[src/rtl/sd_spi_pkg.sv]
// Shared constants and state encoding for the SPI-mode SD engines.
// Imported by the sector reader and its byte shifter.
package sd_spi_pkg;

    localparam logic [7:0]  CMD17_BYTE     = 8'h51;
    localparam logic [7:0]  DATA_TOKEN     = 8'hFE;
    localparam logic [7:0]  DUMMY_BYTE     = 8'hFF;
    localparam int unsigned SD_BLOCK_BYTES = 512;

    typedef enum logic [8:0] {
        StIdle      = 9'b0_0000_0001,
        StSendCmd   = 9'b0_0000_0010,
        StWaitR1    = 9'b0_0000_0100,
        StWaitToken = 9'b0_0000_1000,
        StRxData    = 9'b0_0001_0000,
        StRxCrc     = 9'b0_0010_0000,
        StErr       = 9'b0_0100_0000,
        StTail      = 9'b0_1000_0000,
        StDone      = 9'b1_0000_0000
    } rd_state_e;

endpackage

[src/rtl/sd_spi_byte.sv]
// Full-duplex SPI mode-0 byte shifter, MSB first, with a CLK_DIV clock divider.
// sd_clk idles low between bytes; MOSI returns high once a byte completes.
module sd_spi_byte #(
    parameter int unsigned CLK_DIV = 2
) (
    input  logic       clk,
    input  logic       rst,
    input  logic       start,
    input  logic [7:0] tx_byte,
    input  logic       miso,
    output logic       done,
    output logic [7:0] rx_byte,
    output logic       sd_clk,
    output logic       sd_mosi
);

    localparam int unsigned DW = (CLK_DIV > 1) ? $clog2(CLK_DIV) : 1;

    logic          busy_q;
    logic [DW-1:0] div_q;
    logic [2:0]    bit_q;
    logic          sclk_q;
    logic          mosi_q;
    logic [7:0]    tx_q;
    logic [7:0]    rx_q;
    logic          done_q;

    always_ff @(posedge clk) begin
        if (rst) begin
            busy_q <= 1'b0;
            div_q  <= '0;
            bit_q  <= '0;
            sclk_q <= 1'b0;
            mosi_q <= 1'b1;
            tx_q   <= '0;
            rx_q   <= '0;
            done_q <= 1'b0;
        end else begin
            done_q <= 1'b0;
            if (!busy_q) begin
                if (start) begin
                    busy_q <= 1'b1;
                    div_q  <= '0;
                    bit_q  <= '0;
                    // First bit is presented before the first rising edge.
                    mosi_q <= tx_byte[7];
                    tx_q   <= {tx_byte[6:0], 1'b0};
                end
            end else if (div_q == DW'(CLK_DIV - 1)) begin
                div_q  <= '0;
                sclk_q <= ~sclk_q;
                if (!sclk_q) begin
                    rx_q <= {rx_q[6:0], miso};
                end else if (bit_q == 3'd7) begin
                    busy_q <= 1'b0;
                    done_q <= 1'b1;
                    mosi_q <= 1'b1;
                end else begin
                    bit_q  <= bit_q + 3'd1;
                    mosi_q <= tx_q[7];
                    tx_q   <= {tx_q[6:0], 1'b0};
                end
            end else begin
                div_q <= div_q + DW'(1);
            end
        end
    end

    assign done    = done_q;
    assign rx_byte = rx_q;
    assign sd_clk  = sclk_q;
    assign sd_mosi = mosi_q;

endmodule

[src/rtl/sd_sec_reader.sv]
// SPI-mode SD single-block read engine: issues CMD17, waits for R1 and the
// start token, then streams the 512-byte sector out as 256 16-bit words.
module sd_sec_reader
    import sd_spi_pkg::*;
#(
    parameter int unsigned CLK_DIV       = 2,
    parameter int unsigned RESP_TIMEOUT  = 64,
    parameter int unsigned TOKEN_TIMEOUT = 4096
) (
    input  logic        clk,
    input  logic        rst,
    input  logic        sd_init_done,
    input  logic        rd_start_en,
    input  logic [31:0] rd_sec_addr,
    output logic        rd_busy,
    output logic        rd_val_en,
    output logic [15:0] rd_val_data,
    output logic        rd_err,
    input  logic        sd_miso,
    output logic        sd_clk,
    output logic        sd_cs,
    output logic        sd_mosi
);

    localparam int unsigned POLL_MAX = (RESP_TIMEOUT > TOKEN_TIMEOUT) ? RESP_TIMEOUT
                                                                       : TOKEN_TIMEOUT;
    localparam int unsigned PW = $clog2(POLL_MAX + 1);

    rd_state_e   state_q, state_d;
    logic        start_q;
    logic [31:0] addr_q, addr_d;
    logic [9:0]  byte_cnt_q, byte_cnt_d;
    logic [PW-1:0] poll_q, poll_d;
    logic [7:0]  hi_q, hi_d;
    logic        kick_q, kick_d;
    logic        val_q, val_d;
    logic [15:0] vdata_q, vdata_d;

    logic        spi_done;
    logic [7:0]  spi_rx;
    logic [7:0]  tx_byte;
    logic        accept;

    assign accept = (state_q == StIdle) && sd_init_done && rd_start_en && !start_q;

    sd_spi_byte #(
        .CLK_DIV (CLK_DIV)
    ) u_byte (
        .clk     (clk),
        .rst     (rst),
        .start   (kick_q),
        .tx_byte (tx_byte),
        .miso    (sd_miso),
        .done    (spi_done),
        .rx_byte (spi_rx),
        .sd_clk  (sd_clk),
        .sd_mosi (sd_mosi)
    );

    always_comb begin
        tx_byte = DUMMY_BYTE;
        if (state_q == StSendCmd) begin
            case (byte_cnt_q[2:0])
                3'd0:    tx_byte = CMD17_BYTE;
                3'd1:    tx_byte = addr_q[31:24];
                3'd2:    tx_byte = addr_q[23:16];
                3'd3:    tx_byte = addr_q[15:8];
                3'd4:    tx_byte = addr_q[7:0];
                default: tx_byte = DUMMY_BYTE;
            endcase
        end
    end

    always_comb begin
        state_d    = state_q;
        addr_d     = addr_q;
        byte_cnt_d = byte_cnt_q;
        poll_d     = poll_q;
        hi_d       = hi_q;
        kick_d     = 1'b0;
        val_d      = 1'b0;
        vdata_d    = vdata_q;
        unique case (state_q)
            StIdle: begin
                if (accept) begin
                    state_d    = StSendCmd;
                    addr_d     = rd_sec_addr;
                    byte_cnt_d = '0;
                    kick_d     = 1'b1;
                end
            end
            StSendCmd: begin
                if (spi_done) begin
                    kick_d = 1'b1;
                    if (byte_cnt_q == 10'd5) begin
                        state_d = StWaitR1;
                        poll_d  = '0;
                    end else begin
                        byte_cnt_d = byte_cnt_q + 10'd1;
                    end
                end
            end
            StWaitR1: begin
                if (spi_done) begin
                    if (spi_rx == 8'h00) begin
                        state_d = StWaitToken;
                        poll_d  = '0;
                        kick_d  = 1'b1;
                    end else if (spi_rx != DUMMY_BYTE || poll_q == PW'(RESP_TIMEOUT - 1)) begin
                        state_d = StErr;
                    end else begin
                        poll_d = poll_q + PW'(1);
                        kick_d = 1'b1;
                    end
                end
            end
            StWaitToken: begin
                if (spi_done) begin
                    if (spi_rx == DATA_TOKEN) begin
                        state_d    = StRxData;
                        byte_cnt_d = '0;
                        kick_d     = 1'b1;
                    end else if (spi_rx != DUMMY_BYTE || poll_q == PW'(TOKEN_TIMEOUT - 1)) begin
                        state_d = StErr;
                    end else begin
                        poll_d = poll_q + PW'(1);
                        kick_d = 1'b1;
                    end
                end
            end
            StRxData: begin
                if (spi_done) begin
                    kick_d = 1'b1;
                    if (!byte_cnt_q[0]) begin
                        hi_d = spi_rx;
                    end else begin
                        val_d   = 1'b1;
                        vdata_d = {hi_q, spi_rx};
                    end
                    if (byte_cnt_q == 10'(SD_BLOCK_BYTES - 1)) begin
                        state_d    = StRxCrc;
                        byte_cnt_d = '0;
                    end else begin
                        byte_cnt_d = byte_cnt_q + 10'd1;
                    end
                end
            end
            StRxCrc: begin
                if (spi_done) begin
                    kick_d = 1'b1;
                    if (byte_cnt_q == 10'd1) begin
                        state_d = StTail;
                    end else begin
                        byte_cnt_d = byte_cnt_q + 10'd1;
                    end
                end
            end
            StErr: begin
                state_d = StTail;
                kick_d  = 1'b1;
            end
            // One dummy byte with CS high gives the card its 8 trailing clocks.
            StTail: begin
                if (spi_done) begin
                    state_d = StDone;
                end
            end
            StDone: begin
                state_d = StIdle;
            end
            default: begin
                state_d = StIdle;
            end
        endcase
    end

    always_ff @(posedge clk) begin
        if (rst) begin
            state_q    <= StIdle;
            start_q    <= 1'b0;
            addr_q     <= '0;
            byte_cnt_q <= '0;
            poll_q     <= '0;
            hi_q       <= '0;
            kick_q     <= 1'b0;
            val_q      <= 1'b0;
            vdata_q    <= '0;
        end else begin
            state_q    <= state_d;
            start_q    <= rd_start_en;
            addr_q     <= addr_d;
            byte_cnt_q <= byte_cnt_d;
            poll_q     <= poll_d;
            hi_q       <= hi_d;
            kick_q     <= kick_d;
            val_q      <= val_d;
            vdata_q    <= vdata_d;
        end
    end

    assign rd_busy     = !((state_q == StIdle) || (state_q == StDone));
    assign sd_cs       = (state_q == StIdle) || (state_q == StTail) || (state_q == StDone);
    assign rd_err      = (state_q == StErr);
    assign rd_val_en   = val_q;
    assign rd_val_data = vdata_q;

endmodule
[config.mk]
export PLATFORM = sky130hd
export DESIGN_NAME = sd_sec_reader
export DESIGN_NICKNAME = d
export VERILOG_FILES = /design/src/rtl/sd_spi_pkg.sv /design/src/rtl/sd_spi_byte.sv /design/src/rtl/sd_sec_reader.sv
export SDC_FILE = /design/constraint.sdc
export NUM_CORES = 1
export LEC_CHECK = 0
export ABC_AREA = 0
export BUFFER_PORTS_ARGS = -buffer_cell sky130_fd_sc_hd__buf_2
export CAP_MARGIN = 20
export CORE_MARGIN = 3
export CORE_UTILIZATION = 53
export CTS_CLUSTER_DIAMETER = 60
export DETAILED_ROUTE_END_ITERATION = 10
export PLACE_DENSITY = 0.76
export SETUP_SLACK_MARGIN = 0.3
export SLEW_MARGIN = 0
export SYNTH_ARGS = -nofsm -noshare
export SYNTH_HDL_FRONTEND = slang
export SYNTH_HIERARCHICAL = 1
export SYNTH_SLANG_ARGS = --single-unit
[constraint.sdc]
create_clock -name clk -period 2.6 [get_ports clk]
set_clock_uncertainty 0.15 [all_clocks]
set_input_delay 0.13 -clock clk [delete_from_list [all_inputs] [get_ports clk]]
set_output_delay 0.13 -clock clk [all_outputs]
set_load 0.005 [all_outputs]
After elaboration in Yosys (flattened, before gate mapping)
Cells that the tools add are included.
{"block": "totals", "register_bits": 115, "in_bits": 37, "output_inout_bits": 22, "word_cells": 167}
{"block": "classes", "n_addsub": 4, "eq_ne": 42, "n_mux": 70, "bitwise": 6, "n_reduce_logical": 28}
{"cell": "$mux 9", "count": 14}
{"cell": "$mux 13", "count": 8}
{"cell": "$mux 10", "count": 9}
{"cell": "$pmux 9 s8", "count": 1}
{"cell": "$pmux 10 s5", "count": 1}
{"cell": "$mux 8", "count": 6}
{"cell": "$pmux 8 s5", "count": 1}
{"cell": "$pmux 13 s3", "count": 1}
{"cell": "$mux 1", "count": 23}
{"cell": "$ne 2x2->1 const B", "count": 11}
{"cell": "$mux 3", "count": 5}
{"cell": "$ne 2x1->1 const B", "count": 7}
{"cell": "$add 13x1->13 const B", "count": 1}
{"cell": "$eq 13x12->1 const B", "count": 1}
{"cell": "$eq 13x6->1 const B", "count": 1}
{"cell": "$reduce_and 12->1", "count": 1}
{"cell": "$reduce_and 3->1", "count": 4}
{"cell": "$add 10x1->10 const B", "count": 1}
{"cell": "$eq 10x1->1 const B", "count": 1}
{"cell": "$eq 10x3->1 const B", "count": 1}
{"cell": "$eq 10x9->1 const B", "count": 1}
{"cell": "$eq 9x1->1 const B", "count": 1}
{"cell": "$eq 9x2->1 const B", "count": 1}
{"cell": "$eq 9x3->1 const B", "count": 1}
{"cell": "30 further kinds", "count": 48}

Depth between registers and ports, before layout
{"block": "logic_depth", "ltp_word": 6, "mapped_depth": 10, "mapped_depth_nobuf": 8}

Modules after synthesis
Netlist, hierarchy kept.
{"module": "sd_sec_reader", "instances": 1, "cells_each": 570, "area_per_inst_um2": 4441.8, "seq_area_each_um2": 1821.7}
{"module": "sd_spi_byte", "instances": 1, "cells_each": 99, "area_per_inst_um2": 1048.5, "seq_area_each_um2": 460.4}

Worst setup path before layout
Ideal clock, no wire load.
{"block": "synth_timing", "path_kind": "register to register", "from": "reg state_q[5]", "to": "reg u_byte.mosi_q (netlist: u_byte/sd_mosi)", "setup_time_ps": 122, "arrival_time_ps": 2406, "required_time_ps": 2328, "setup_slack_ps": -78, "stages_incl_launch_ff": 10, "period_less_slack_ps": 2678, "path_cell_list": "dfxtp_1 buf_6 or4_4 buf_6 or3_1 a21oi_1 o211ai_1 nor2_1 a221oi_2 a311o_1"}
{"block": "synth_between", "elab_chain_cells": 4}
{"element": "start, declared", "line_no": "sd_sec_reader.sv:29", "text": "rd_state_e state_q, state_d;"}
{"element": "start signal, assigned", "line_no": "sd_sec_reader.sv:179", "text": "state_q <= StIdle;"}
{"element": "start signal, assigned", "line_no": "sd_sec_reader.sv:189", "text": "state_q <= state_d;"}
{"element": "$eq 9x2->1", "line_no": "sd_sec_reader.sv:62", "text": "if (state_q == StSendCmd) begin"}
{"element": "$mux 8", "line_no": "sd_sec_reader.sv:62"}
{"element": "named net tx_byte[7]", "line_no": "sd_sec_reader.sv:41", "text": "logic [7:0] tx_byte;"}
{"element": "$mux 1", "line_no": "sd_spi_byte.sv:41", "text": "if (start) begin"}
{"element": "$mux 1", "line_no": "sd_spi_byte.sv:40", "text": "if (!busy_q) begin"}
{"element": "end signal, assigned", "line_no": "sd_spi_byte.sv:46", "text": "mosi_q <= tx_byte[7];"}
{"element": "end signal, assigned", "line_no": "sd_spi_byte.sv:60", "text": "mosi_q <= tx_q[7];"}
{"element": "end, declared", "line_no": "sd_spi_byte.sv:23", "text": "logic mosi_q;"}
The timed path passes the listed nets, and every way through them passes these cells. The select of a mux whose other input is x is not followed.
A chain may end at the register's enable or synchronous reset.

Worst setup path in the final report
{"block": "layout_timing", "from": "reg state_q[4]", "to": "reg byte_cnt_q[3]"}
{"block": "layout_between", "elab_chain_cells": 6, "word_cells_on_any_way": 19}
{"element": "$eq 9x1->1", "line_no": "sd_sec_reader.sv:44, sd_sec_reader.sv:83"}
{"element": "$logic_and 1x1->1 (3 in series)", "line_no": "sd_sec_reader.sv:44", "text": "assign accept = (state_q == StIdle) && sd_init_done && rd_start_en && !start_q;"}
{"element": "$ne 2x2->1 (no line)"}
{"element": "$reduce_and 9->1 (no line)"}
{"element": "end signal, assigned", "line_no": "sd_sec_reader.sv:192", "text": "byte_cnt_q <= byte_cnt_d;"}
{"element": "end, declared", "line_no": "sd_sec_reader.sv:32", "text": "logic [9:0] byte_cnt_q, byte_cnt_d;"}
Several ways; a longest one is shown, not always the timed one.

==> flow_summary.json <==
{
  "p_per_area_nw_per_um2": 605,
  "ys_ff_latch": 114,
  "drt-vias-per-instance": 6.02,
  "port_buffers": 58,
  "criticalPathCategory": "flip-flop to flip-flop",
  "cp_max_fo": 7,
  "synth_edf_count": 0,
  "die-width_um": 108,
  "fin_nets": 861,
  "h-tree-depth": 4,
  "p_int_mw": 3.55,
  "cts_made_buffers": 17,
  "cts.sinks": 114,
  "clkPwrFrac_pct": 53.4,
  "synth_top_cells_by_area": "dfxtp_1, nand2_1, a21oi_1",
  "vdd_drop_max_v": 0.000452,
  "core-area_um2": 9910,
  "worstSetupStartpointType": "flip-flop",
  "status": "finished clean",
  "min_period_over_period_pct": 99.6,
  "p_leak_nw": 2.94,
  "via_count": 5788,
  "holdCritPathClass": "input port to flip-flop",
  "clock.fmax_mhz": 386,
  "yosysWarnings": 6,
  "grt_pass1_wl_um": 27100,
  "yosysTopAreaCell": "dfxtp_1",
  "drive_gt1_share_pct": 30.7,
  "register_area_um2": 2290,
  "die_h_um": 108,
  "dr.pass1.iters": 6,
  "synth_commonest_cells": "nand2_1, dfxtp_1, a21oi_1",
  "avgSynthCellArea_um2": 8.21,
  "clock-root-buffer": "clkbuf_8",
  "worstPathRequired_ns": 2.91,
  "swShare_pct": 24.1,
  "die-area_um2": 11600,
  "synth.distinct_cells": 65,
  "antenna_found_initial": 0,
  "worst_pin_slew_ns": 0.782,
  "finalSetupViolCount": 0,
  "cts_buffer_depth": 2,
  "antenna_cells": 0,
  "grt_start_max_net_pins": 59,
  "syn_nets": 715,
  "drt_iter0_markers": 883,
  "postSynthCellCount": 669,
  "first_global_vias": 5509,
  "worstPathArrival_ns": 2.90,
  "drc_errors": 0,
  "cts_tree": "done",
  "syn2layout_area_growth_pct": 40.7,
  "io_pins": 59,
  "clkLatencyLatePin_ns": 0.53,
  "grtUsageTotal_pct": 29.4,
  "gpl.final_weighted_congestion": 0.922,
  "start_util_pct": 55.4,
  "finalMaxSlewViolations": 0,
  "power_mw": 4.68,
  "p_sw_mw": 1.13,
  "hold_viol": 0,
  "async_reset_ff_share_pct": 0,
  "syn_area_um2": 5490,
  "fillers": 643,
  "multiInputGateArea_um2": 3310,
  "stdcell_count": 961,
  "period_minus_slack_ns": 2.59,
  "netlist.area_leader.share_pct": 41.6,
  "gr-total-overflow": 0,
  "endpoint_kind": "flip-flop",
  "wire_per_inst_um": 18.1,
  "p_comb_share_pct": 7.8,
  "power_frac_seq_pct": 38.8,
  "std_cell_rows": 36,
  "max_slew_margin_pct": 47.8,
  "clkTransAtPathRegs_ns": 0.06,
  "dp_hpwl_um": 10400,
  "placedCellCount": 874,
  "ys.flop_type": "dfxtp_1",
  "rsz0062_at_grt": "yes",
  "ant_nets": 0,
  "drt-total-wl_um": 17400,
  "yosysMostFrequentCell": "nand2_1",
  "yosysSeqAreaShare_pct": 41.6,
  "max-cap-violations": 0
}
-- layer usage --
layer  GRT usage (%)  routed length, um
met4            9.11                480
met3            6.84               1350
met2            48.6               8440
met1            38.0               7120
met5               0                  0
-- cell usage in the layout (no fill, tap or decap), types with 5 or more instances in the layout --
cell type / count
buf_2: 55
or3_4: 8
nand4_1: 16
nor2_1: 48
o21ai_0: 6
a21oi_2: 8
buf_6: 14
a32oi_1: 5
or4_4: 7
nor3_1: 5
ha_1: 8
nand2b_1: 8
dlygate4sd3_1: 35
or3_1: 8
nor4_1: 5
nor2b_1: 5
mux2i_1: 23
clkbuf_16: 16
o21ai_1: 13
a22oi_1: 7
a31oi_1: 5
dfxtp_2: 7
inv_1: 8
a21oi_1: 74
nand3_1: 17
nand2_1: 122
nor3_2: 10
a211oi_2: 7
dfxtp_1: 107
and3_1: 6
o211ai_1: 7
buf_4: 65
-- state kept, by name (all words and copies together), names as in the netlist --
name / count
start_q: 1
u_byte/div_q: 1
poll_q: 13
u_byte/done: 1
u_byte/tx_q: 7
byte_cnt_q: 10
u_byte/sd_clk: 1
kick_q: 1
state_q: 9
rd_val_en: 1
u_byte/sd_mosi: 1
u_byte/rx_byte: 8
addr_q: 32
u_byte/busy_q: 1
rd_val_data: 16
u_byte/bit_q: 3
hi_q: 8
-- area by class of cell --
cell class              instances  share of cell area, %
flip-flops and latches        114                   29.7
clock buffers                  18                   5.54
multi-input cells             502                   42.8
inverters                      10                  0.486
repair buffers                170                   16.7
clock inverters                14                   2.64
well taps                     133                   2.15
-- path summary, 6_finish.rpt --
check | from | end | cells past startpoint | slack (ns)
worst max-delay path | state_q[4] | byte_cnt_q[3] | 7 | 0.01
worst min-delay path | sd_init_done | addr_q[18] | 6 | 0.04
worst min register to register | rd_val_data[0] | rd_val_data[0] | 2 | 0.30
worst max register to register | state_q[4] | byte_cnt_q[3] | 7 | 0.01
-- critical path, cell delays in order, from the launching register on --
cell	delay (ns)
dfxtp_2	0.32
or4_4	0.54
buf_6	0.14
nor3_4	0.25
a211oi_4	0.05
or4b_4	0.53
or3b_1	0.38
a21oi_1	0.14
-- cells by family after synthesis --
group	share of synthesized area (%)
xor+xnor	0.957
compound gates	18.9
mux	4.38
fa+ha+maj	2.05
simple gates	27.7
flops	41.6
buf+inv	4.44
-- through the flow --
stage | worst slack (ns) | TNS [ns] | util (%) | cell area, um^2 | hold slack [ns]
after global routing | -0.0388 | -0.192 | 78.0 | 7720 | 0.0565
after CTS | 0.0539 | 0 | 75.9 | 7520 | 0.00276
after global placement | 0.0220 | 0 | 62.8 | 6220 | 0.215
after floorplan | 0.116 | 0 | - | 5560 | 0.0446
final | 0.0107 | 0 | 78.0 | 7720 | 0.0421
after detailed placement | -0.0438 | -0.140 | 62.8 | 6220 | 0.224
-- timing repair --
item                       CTS  global route
pin swaps                   30            16
setup endpoints to repair   43            67
setup buffers               17             3
resized for setup           45            38
hold buffers                35             0
hold endpoints to repair    50             0
-- power groups by stage --
stage	combinational, mW	clock (mW)	sequential [mW]
4_1_cts	0.339	2.50	1.81
2_1_floorplan	0.180	0	1.84
3_5_place_dp	0.265	0	1.85
5_1_grt	0.389	2.59	1.82
6_report	0.363	2.50	1.82
3_3_place_gp	0.259	0	1.85
Note: power is estimated with default switching activity, not from simulation.
